**config.mk**
```make
export PLATFORM = sky130hd
export DESIGN_NAME = red_pitaya_fads_sorter
export DESIGN_NICKNAME = d
export VERILOG_FILES = /design/src/rtl/red_pitaya_fads_sorter.sv
export SDC_FILE = /design/constraint.sdc
export NUM_CORES = 1
export LEC_CHECK = 0
export ABC_CLOCK_PERIOD_IN_PS = 3600
export BUFFER_PORTS_ARGS = -buffer_cell sky130_fd_sc_hd__buf_2
export CORE_MARGIN = 2
export CORE_UTILIZATION = 52
export DETAILED_ROUTE_END_ITERATION = 16
export GPL_TIMING_DRIVEN = 0
export PLACE_DENSITY_LB_ADDON = 0.15
export SLEW_MARGIN = 20
export SYNTH_ARGS = -nofsm -noshare
export SYNTH_HDL_FRONTEND = slang
export SYNTH_SLANG_ARGS = --single-unit
export TNS_END_PERCENT = 5
```
**constraint.sdc**
```tcl
create_clock -name adc_clk_i -period 3.6 [get_ports adc_clk_i]
set_clock_uncertainty 0.1 [all_clocks]
set_input_delay 0.72 -clock adc_clk_i [delete_from_list [all_inputs] [get_ports adc_clk_i]]
set_output_delay 0.72 -clock adc_clk_i [all_outputs]
set_load 0.05 [all_outputs]
```
**src/rtl/red_pitaya_fads_sorter.sv**
```systemverilog
// rtl/red_pitaya_fads_sorter.sv - FADS droplet sorter: segments the ADC trace, gates peak/width, fires a delayed sort pulse.
// Optional statistics counters are built when FADS_STATS_EN is defined.
module red_pitaya_fads_sorter #(
    parameter int DW = 14,
    parameter int WW = 16,
    parameter int TW = 16,
    parameter int CW = 32
) (
    input  logic                 adc_clk_i,
    input  logic                 adc_rst_i,
    input  logic signed [DW-1:0] adc_dat_i,
    input  logic                 cfg_en_i,
    input  logic signed [DW-1:0] cfg_det_thr_i,
    input  logic signed [DW-1:0] cfg_low_thr_i,
    input  logic signed [DW-1:0] cfg_high_thr_i,
    input  logic [WW-1:0]        cfg_min_width_i,
    input  logic [WW-1:0]        cfg_max_width_i,
    input  logic [TW-1:0]        cfg_delay_i,
    input  logic [TW-1:0]        cfg_pulse_len_i,
    output logic                 droplet_o,
    output logic                 det_valid_o,
    output logic signed [DW-1:0] det_peak_o,
    output logic [WW-1:0]        det_width_o,
    output logic                 det_pos_o,
    output logic                 sort_trig_o,
    output logic [CW-1:0]        stat_drops_o,
    output logic [CW-1:0]        stat_sorts_o
);

    typedef enum logic [2:0] {
        S_IDLE    = 3'd0,
        S_DROPLET = 3'd1,
        S_DECIDE  = 3'd2,
        S_DELAY   = 3'd3,
        S_PULSE   = 3'd4
    } state_t;

    state_t               state_q, state_d;
    logic                 armed_q;
    logic [WW-1:0]        width_q, width_d;
    logic signed [DW-1:0] peak_q, peak_d;
    logic [TW-1:0]        cnt_q, cnt_d;
    logic                 droplet_q, droplet_d;
    logic                 det_valid_q, det_valid_d;
    logic signed [DW-1:0] det_peak_q, det_peak_d;
    logic [WW-1:0]        det_width_q, det_width_d;
    logic                 det_pos_q, det_pos_d;
    logic                 trig_q, trig_d;

    logic above;
    logic pos_w;

    assign above = adc_dat_i > cfg_det_thr_i;

    // Inverted windows (low>=high or min>max) can never satisfy both sides.
    assign pos_w = (cfg_low_thr_i < peak_q) && (peak_q < cfg_high_thr_i) &&
                   (cfg_min_width_i <= width_q) && (width_q <= cfg_max_width_i);

    always_ff @(posedge adc_clk_i) begin
        if (adc_rst_i) begin
            state_q <= S_IDLE;
        end else begin
            state_q <= state_d;
        end
    end

    always_comb begin
        state_d = state_q;
        if (!cfg_en_i) begin
            state_d = S_IDLE;
        end else begin
            case (state_q)
                S_IDLE: begin
                    if (armed_q && above) state_d = S_DROPLET;
                end
                S_DROPLET: begin
                    if (!above) state_d = S_DECIDE;
                end
                S_DECIDE: begin
                    if (det_pos_q && (cfg_pulse_len_i != '0)) begin
                        state_d = (cfg_delay_i != '0) ? S_DELAY : S_PULSE;
                    end else begin
                        state_d = S_IDLE;
                    end
                end
                S_DELAY: begin
                    if (cnt_q == TW'(1)) state_d = S_PULSE;
                end
                S_PULSE: begin
                    if (cnt_q == TW'(1)) state_d = S_IDLE;
                end
                default: state_d = S_IDLE;
            endcase
        end
    end

    always_comb begin
        width_d     = width_q;
        peak_d      = peak_q;
        cnt_d       = cnt_q;
        det_peak_d  = det_peak_q;
        det_width_d = det_width_q;
        det_pos_d   = det_pos_q;
        case (state_q)
            S_IDLE: begin
                width_d = WW'(1);
                peak_d  = adc_dat_i;
            end
            S_DROPLET: begin
                if (above) begin
                    if (width_q != '1) width_d = width_q + WW'(1);
                    if (adc_dat_i > peak_q) peak_d = adc_dat_i;
                end
            end
            S_DECIDE: begin
                cnt_d = (cfg_delay_i != '0) ? cfg_delay_i : cfg_pulse_len_i;
            end
            S_DELAY: begin
                cnt_d = (cnt_q == TW'(1)) ? cfg_pulse_len_i : cnt_q - TW'(1);
            end
            S_PULSE: begin
                cnt_d = cnt_q - TW'(1);
            end
            default: ;
        endcase
        det_valid_d = (state_d == S_DECIDE);
        if (det_valid_d) begin
            det_peak_d  = peak_q;
            det_width_d = width_q;
            det_pos_d   = pos_w;
        end
        droplet_d = (state_d == S_DROPLET);
        trig_d    = (state_d == S_PULSE);
    end

    always_ff @(posedge adc_clk_i) begin
        if (adc_rst_i) begin
            armed_q     <= 1'b0;
            width_q     <= '0;
            peak_q      <= '0;
            cnt_q       <= '0;
            droplet_q   <= 1'b0;
            det_valid_q <= 1'b0;
            det_peak_q  <= '0;
            det_width_q <= '0;
            det_pos_q   <= 1'b0;
            trig_q      <= 1'b0;
        end else begin
            armed_q     <= !above;
            width_q     <= width_d;
            peak_q      <= peak_d;
            cnt_q       <= cnt_d;
            droplet_q   <= droplet_d;
            det_valid_q <= det_valid_d;
            det_peak_q  <= det_peak_d;
            det_width_q <= det_width_d;
            det_pos_q   <= det_pos_d;
            trig_q      <= trig_d;
        end
    end

    assign droplet_o   = droplet_q;
    assign det_valid_o = det_valid_q;
    assign det_peak_o  = det_peak_q;
    assign det_width_o = det_width_q;
    assign det_pos_o   = det_pos_q;
    assign sort_trig_o = trig_q;

`ifdef FADS_STATS_EN
    logic [CW-1:0] stat_drops_q, stat_sorts_q;

    always_ff @(posedge adc_clk_i) begin
        if (adc_rst_i) begin
            stat_drops_q <= '0;
            stat_sorts_q <= '0;
        end else begin
            if (det_valid_d) stat_drops_q <= stat_drops_q + CW'(1);
            if ((state_d == S_PULSE) && (state_q != S_PULSE)) stat_sorts_q <= stat_sorts_q + CW'(1);
        end
    end

    assign stat_drops_o = stat_drops_q;
    assign stat_sorts_o = stat_sorts_q;
`else
    assign stat_drops_o = '0;
    assign stat_sorts_o = '0;
`endif

endmodule

```
==> out/qor.json, run 1 <==
{
  "status": {"value": "finished clean"},
  "antenna_found_initial": {"value": 1},
  "tightest_slew": {"value": 807, "unit": "ps"},
  "post_route_non_filler_standard_cell_count": {"value": 1220},
  "areaGrowthSynthToFinish": {"value": 23.9, "unit": "%"},
  "postSynthCellCount": {"value": 812},
  "synth.largest_area_cell": {"value": "sky130_fd_sc_hd__dfxtp_1"},
  "worstRegToRegCells": {"value": 6},
  "hold-path-endpoint": {"value": "det_width_o[1]"},
  "row_count": {"value": 41},
  "path_class": {"value": "input port to register"},
  "synth_largest_type_area_fraction": {"value": 25.7, "unit": "%"},
  "antenna_left": {"value": 0},
  "power_leakage": {"value": 0.00402, "unit": "uW"},
  "dr.pass1.iters": {"value": 5},
  "routed_wirelength": {"value": 17.1, "unit": "mm"},
  "h-tree-depth": {"value": 3},
  "cts_sinks": {"value": 84},
  "drive_gt1_share": {"value": 24.0, "unit": "%"},
  "clock_tree.buffer_depth": {"value": 2},
  "final_period_minus_worst_setup_slack": {"value": 3390, "unit": "ps"},
  "tritoncts": {"value": "done"},
  "first_global_vias": {"value": 5740},
  "clk-insertion-delay-late": {"value": 350, "unit": "ps"},
  "die_area": {"value": 0.0135, "unit": "mm2"},
  "synth_edf_count": {"value": 0},
  "floorplan.die.width": {"value": 116, "unit": "um"},
  "path_clk_slew": {"value": 60, "unit": "ps"},
  "worst_hold_path.num_cells": {"value": 2},
  "critical_path.max_fanout": {"value": 10},
  "post_synth_instance_area": {"value": 0.00655, "unit": "mm2"},
  "start_util": {"value": 52.6, "unit": "%"},
  "r2r_end": {"value": "det_width_o[5]"},
  "fin_tns_setup": {"value": 0, "unit": "ps"},
  "post_drt_via_cell_ratio": {"value": 5.22},
  "final-max-slew-violation-count": {"value": 0},
  "timing.final.setup_violations": {"value": 0},
  "postSynthRegisterBits": {"value": 84},
  "irDropWorstVdd": {"value": 189, "unit": "uV"},
  "critPathRequiredTime": {"value": 3780, "unit": "ps"},
  "gp_congestion": {"value": 0.955},
  "postSynth.asyncResetShare": {"value": 0, "unit": "%"},
  "source_of_the_worst_hold_timing_path": {"value": "det_width_o[1]"},
  "routedWlPerCell": {"value": 14.1, "unit": "um"},
  "dpl.cell_count": {"value": 1203},
  "timing.critical_path.to_type": {"value": "register"},
  "yosys_warnings": {"value": 0},
  "finalCoreUtilization": {"value": 65.1, "unit": "%"},
  "slew-limit-headroom": {"value": 46.0, "unit": "%"},
  "timing.hold.ws": {"value": 387, "unit": "ps"},
  "power_per_cell_area": {"value": 313, "unit": "mW/mm2"},
  "detailroute.via_count": {"value": 6372},
  "cts_resized": {"value": 0},
  "regToRegSetupSlack": {"value": 750, "unit": "ps"},
  "worst_setup_path_startpoint": {"value": "adc_dat_i[13]"},
  "worst-endpoint-arrival": {"value": 3570, "unit": "ps"},
  "dieHeight": {"value": 116, "unit": "um"},
  "max_cap_viol_count": {"value": 0},
  "drt_iter0_markers": {"value": 373},
  "syn_avg_cell_area": {"value": 8.07, "unit": "um2"},
  "grt_first_pass_wirelength": {"value": 27.1, "unit": "mm"},
  "most_area_consuming_cells_after_synthesis": {"value": "sky130_fd_sc_hd__dfxtp_1, sky130_fd_sc_hd__ha_1, sky130_fd_sc_hd__buf_4, sky130_fd_sc_hd__mux2i_1, sky130_fd_sc_hd__inv_1"},
  "groute.usage.overall": {"value": 25.4, "unit": "%"},
  "cts_hold_fix_bufs": {"value": 0},
  "post_synth_num_cell_types": {"value": 66},
  "grt_max_degree": {"value": 15},
  "synth_flop_cell": {"value": "sky130_fd_sc_hd__dfxtp_1"},
  "finalHoldViolations": {"value": 0},
  "unrepaired_setup_endpoints_after_global_routing": {"value": "no"},
  "io_pins": {"value": 221},
  "dp.final_hpwl": {"value": 13.7, "unit": "mm"},
  "cts_setup_buffers": {"value": 0},
  "route.detailed.drc": {"value": 0},
  "timing.critical_path.from_type": {"value": "input port"},
  "cts.root.buffer_cell": {"value": "sky130_fd_sc_hd__clkbuf_16"},
  "synth.yosys.seq_area_share": {"value": 25.7, "unit": "%"},
  "cts-buffers-inserted": {"value": 9},
  "min_path_type": {"value": "register to register"},
  "port_buffers": {"value": 156},
  "final.period_utilization": {"value": 94.2, "unit": "%"},
  "floorplan_core_area": {"value": 0.0125, "unit": "mm2"},
  "fmax": {"value": 295, "unit": "MHz"},
  "grt_remaining_overflow": {"value": 0},
  "timing.rr.start": {"value": "state_q[0]"},
  "layout_net_count": {"value": 1254},
  "finalPower": {"value": 2540, "unit": "uW"}
}
## power by group
group          internal (uW)  switching [uW]  leakage (uW)
registers                943            15.0      0.000681
logic                    206             346       0.00318
clock network            630             401      0.000156
## per-stage QoR
stage	worst slack, ps	area, um2
5_1_grt	1.82	8110
2_1_floorplan	635	6790
3_5_place_dp	-160	7780
3_3_place_gp	-150	7780
6_report	210	8110
4_1_cts	180	8110
## worst max path at each step
stage,to,cells past startpoint,slack [ps]
global placement,peak_q[6],10,-150
floorplan,peak_q[10],10,640
global route,peak_q[5],10,2
finish,peak_q[5],10,210
CTS,peak_q[11],10,180
detailed placement,det_width_o[5],11,-160
## Yosys cell counts, drive strengths merged, types with 8 or more instances
| library cell | instances |
|---|---|
| ha | 89 |
| inv | 89 |
| dfxtp | 84 |
| buf | 70 |
| nor2 | 69 |
| nand2 | 62 |
| mux2i | 45 |
| a21oi | 44 |
| o21ai | 43 |
| nor3 | 19 |
| nand3 | 17 |
| nand4 | 17 |
| clkbuf | 15 |
| nor4 | 14 |
| o211ai | 10 |
| a21o | 9 |
| or3 | 9 |
| a211oi | 8 |
## cell usage in the layout, fill, tap and decap left out, drive strengths merged, types with 4 or more instances in the layout
cell / netlist / routed
dfxtp: 84 / 84
nor4: 14 / 14
or3: 9 / 9
o211ai: 10 / 10
a211oi: 8 / 8
nor3: 19 / 19
and4: 5 / 5
a32oi: 7 / 7
a21oi: 44 / 44
o21ai: 43 / 43
xnor2: 5 / 5
conb: 1 / 64
or4: 5 / 5
a32o: 4 / 4
nand2b: 6 / 6
ha: 89 / 89
nor2: 69 / 69
nand3: 17 / 17
a221oi: 4 / 4
nand4: 17 / 17
clkbuf: 15 / 26
a21o: 9 / 9
nand2: 62 / 62
and2: 5 / 5
inv: 89 / 89
o31ai: 5 / 5
a31oi: 6 / 6
buf: 70 / 226
mux2i: 45 / 45
## registers in the layout (all words and copies together) (netlist names)
name         cells
det_peak_o      14
sort_trig_o      1
peak_q          14
width_q         16
cnt_q           16
armed_q          1
droplet_o        1
det_width_o     16
det_valid_o      1
det_pos_o        1
state_q          3
## layout make-up
| class | count | area [um2] |
|---|---|---|
| diodes | 1 | 2.50 |
| plain buffers | 85 | 569 |
| clock buffers | 11 | 243 |
| clock inverters | 5 | 85.1 |
| fillers | 1160 | 4350 |
| inverters | 89 | 334 |
| multi-input cells | 617 | 4200 |
| flip-flops and latches | 84 | 1680 |
| well taps | 172 | 215 |
| repair buffers | 156 | 781 |
## layer usage
layer	global-route usage, %	wire [um]	up-vias
li1	-	-	3233
met1	32.4	7600	2847
met2	42.4	7770	255
met3	5.45	1340	37
met4	9.13	432	0
met5	0	0	-
## critical path: stages
cell and delay, ps:
sky130_fd_sc_hd__buf_2 130, sky130_fd_sc_hd__ha_1 320, sky130_fd_sc_hd__nand4_1 130, sky130_fd_sc_hd__nor3_1 300
sky130_fd_sc_hd__o31ai_1 120, sky130_fd_sc_hd__a222oi_1 690, sky130_fd_sc_hd__nor2_1 240, sky130_fd_sc_hd__a211oi_4 390
sky130_fd_sc_hd__buf_4 300, sky130_fd_sc_hd__mux2i_1 210
## cell families after synthesis
family | share of synthesized area (%)
AO/OA/AOI/OAI | 17.2
other | 0.0572
buffers and inverters | 13.8
XOR/XNOR | 1.05
multiplexers | 7.05
flip-flops | 25.7
AND/OR/NAND/NOR | 18.1
adder cells (fa/ha/maj) | 17.0
Power figures use the tool's default switching activity.
==> run 2, diff against run 1 <==
--- a/config.mk
+++ b/config.mk
@@ -11,7 +11,9 @@
 export CORE_UTILIZATION = 52
 export DETAILED_ROUTE_END_ITERATION = 16
 export GPL_TIMING_DRIVEN = 0
+export MAX_ROUTING_LAYER = met4
 export PLACE_DENSITY_LB_ADDON = 0.15
+export RECOVER_POWER = 25
 export SLEW_MARGIN = 20
 export SYNTH_ARGS = -nofsm -noshare
 export SYNTH_HDL_FRONTEND = slang
==> out/qor.json, run 2 (synthesis results as in run 1) <==
{
  "status": {"value": "finished clean"},
  "layout_net_count": {"value": 1254},
  "tritoncts": {"value": "done"},
  "start_util": {"value": 52.6, "unit": "%"},
  "worst_slack": {"value": 70.3, "unit": "ps"},
  "r2r_end": {"value": "det_width_o[2]"},
  "tightest_slew": {"value": 924, "unit": "ps"},
  "groute.usage.overall": {"value": 25.9, "unit": "%"},
  "dp.final_hpwl": {"value": 13.8, "unit": "mm"},
  "clock_tree.buffer_depth": {"value": 2},
  "fin_tns_setup": {"value": 0, "unit": "ps"},
  "worst_hold_path.num_cells": {"value": 2},
  "worst-endpoint-arrival": {"value": 3700, "unit": "ps"},
  "max_cap_viol_count": {"value": 0},
  "power_per_cell_area": {"value": 315, "unit": "mW/mm2"},
  "cts_hold_fix_bufs": {"value": 0},
  "cts-buffers-inserted": {"value": 9},
  "grt_first_pass_wirelength": {"value": 27.1, "unit": "mm"},
  "hold-path-endpoint": {"value": "det_width_o[10]"},
  "path_clk_slew": {"value": 60, "unit": "ps"},
  "post_drt_via_cell_ratio": {"value": 5.19},
  "irDropWorstVdd": {"value": 233, "unit": "uV"},
  "dp_worst_setup_slack": {"value": -194, "unit": "ps"},
  "unrepaired_setup_endpoints_after_global_routing": {"value": "no"},
  "fmax": {"value": 283, "unit": "MHz"},
  "first_global_vias": {"value": 5703},
  "critical_path.max_fanout": {"value": 10},
  "timing.rr.start": {"value": "state_q[0]"},
  "floorplan_core_area": {"value": 0.0125, "unit": "mm2"},
  "drt_iter0_markers": {"value": 462},
  "cts_setup_buffers": {"value": 0},
  "mostFrequentLayoutCells": {"value": "sky130_fd_sc_hd__buf_2, sky130_fd_sc_hd__inv_1, sky130_fd_sc_hd__ha_1"},
  "floorplan.die.width": {"value": 116, "unit": "um"},
  "dr.pass1.iters": {"value": 5},
  "row_count": {"value": 41},
  "critPathRequiredTime": {"value": 3770, "unit": "ps"},
  "cts.root.buffer_cell": {"value": "sky130_fd_sc_hd__clkbuf_16"},
  "port_buffers": {"value": 156},
  "ant_diodes": {"value": 0},
  "gp_congestion": {"value": 0.969},
  "worst_setup_path_startpoint": {"value": "adc_dat_i[13]"},
  "final.period_utilization": {"value": 98.0, "unit": "%"},
  "finalHoldViolations": {"value": 0},
  "min_path_type": {"value": "register to register"},
  "die_area": {"value": 0.0135, "unit": "mm2"},
  "dieHeight": {"value": 116, "unit": "um"},
  "grt_max_degree": {"value": 14},
  "path_class": {"value": "input port to register"},
  "route.detailed.drc": {"value": 0},
  "timing.final.setup_violations": {"value": 0},
  "final_period_minus_worst_setup_slack": {"value": 3530, "unit": "ps"},
  "h-tree-depth": {"value": 3},
  "regToRegSetupSlack": {"value": 810, "unit": "ps"},
  "layout_commonest_cell": {"value": "sky130_fd_sc_hd__buf_2"},
  "source_of_the_worst_hold_timing_path": {"value": "det_width_o[10]"},
  "cts_resized": {"value": 0},
  "final-max-slew-violation-count": {"value": 0},
  "detailroute.via_count": {"value": 6317},
  "clk-insertion-delay-late": {"value": 340, "unit": "ps"},
  "cts_sinks": {"value": 84},
  "antenna_found_initial": {"value": 0},
  "timing.critical_path.to_type": {"value": "register"},
  "areaGrowthSynthToFinish": {"value": 23.2, "unit": "%"},
  "power_leakage": {"value": 0.00390, "unit": "uW"},
  "grt_remaining_overflow": {"value": 0},
  "timing.critical_path.from_type": {"value": "input port"},
  "routedWlPerCell": {"value": 14.0, "unit": "um"},
  "antenna_left": {"value": 0},
  "routed_wirelength": {"value": 17.1, "unit": "mm"},
  "worstRegToRegCells": {"value": 6},
  "io_pins": {"value": 221},
  "slew-limit-headroom": {"value": 38.4, "unit": "%"},
  "drive_gt1_share": {"value": 21.2, "unit": "%"}
}
run 2: worst max-delay path by stage:
stage / endpoint / slack [ps] / depth (start not counted)
5_1_grt: det_peak_o[1] / 6 / 11
3_3_place_gp: peak_q[6] / -160 / 10
3_5_place_dp: peak_q[4] / -190 / 10
6_report: peak_q[6] / 70 / 10
4_1_cts: peak_q[8] / 150 / 10
2_1_floorplan: peak_q[10] / 640 / 10
run 2: critical path, stage by stage:
cell,delay [ps]
sky130_fd_sc_hd__buf_2,130
sky130_fd_sc_hd__ha_1,320
sky130_fd_sc_hd__nand4_1,130
sky130_fd_sc_hd__nor3_1,310
sky130_fd_sc_hd__o31ai_1,120
sky130_fd_sc_hd__a222oi_1,810
sky130_fd_sc_hd__nor2_1,240
sky130_fd_sc_hd__a211oi_4,400
sky130_fd_sc_hd__buf_4,300
sky130_fd_sc_hd__mux2i_1,200
run 2: per-stage QoR:
step	cell area [um2]	total power, uW	util (%)	instances	hold slack, ps
detailed placement	7780	1530	62.4	1203	376
global route	8070	2640	64.8	1218	413
CTS	8110	2540	65.1	1218	390
global placement	7780	1520	62.4	1203	369
floorplan	6790	1380	-	875	356
finish	8070	2540	64.8	1218	384
run 2: area by class of cell:
| class | count | area [um2] |
|---|---|---|
| sequential | 84 | 1680 |
| tap | 172 | 215 |
| inverter | 89 | 334 |
| multi-input combinational | 617 | 4200 |
| fill | 1189 | 4390 |
| clock inverter | 3 | 68.8 |
| clock buffer | 12 | 256 |
| buffer | 85 | 569 |
| timing repair buffer | 156 | 746 |
run 2: routing by layer:
metal | vias to the layer above | part of all wire, % | global-route usage [%]
li1 | 3230 | - | -
met1 | 2843 | 45 | 32.9
met2 | 218 | 46 | 41.9
met3 | 26 | 6.9 | 4.77
met4 | 0 | 2.2 | 8.41
met5 | - | 0 | -
run 2: power by group:
| group | internal [uW] | total [uW] | switching (uW) | leakage [uW] |
|---|---|---|---|---|
| clock | 645 | 1030 | 386 | 0.000159 |
| combinational | 206 | 551 | 346 | 0.00306 |
| sequential | 943 | 958 | 15.4 | 0.000681 |
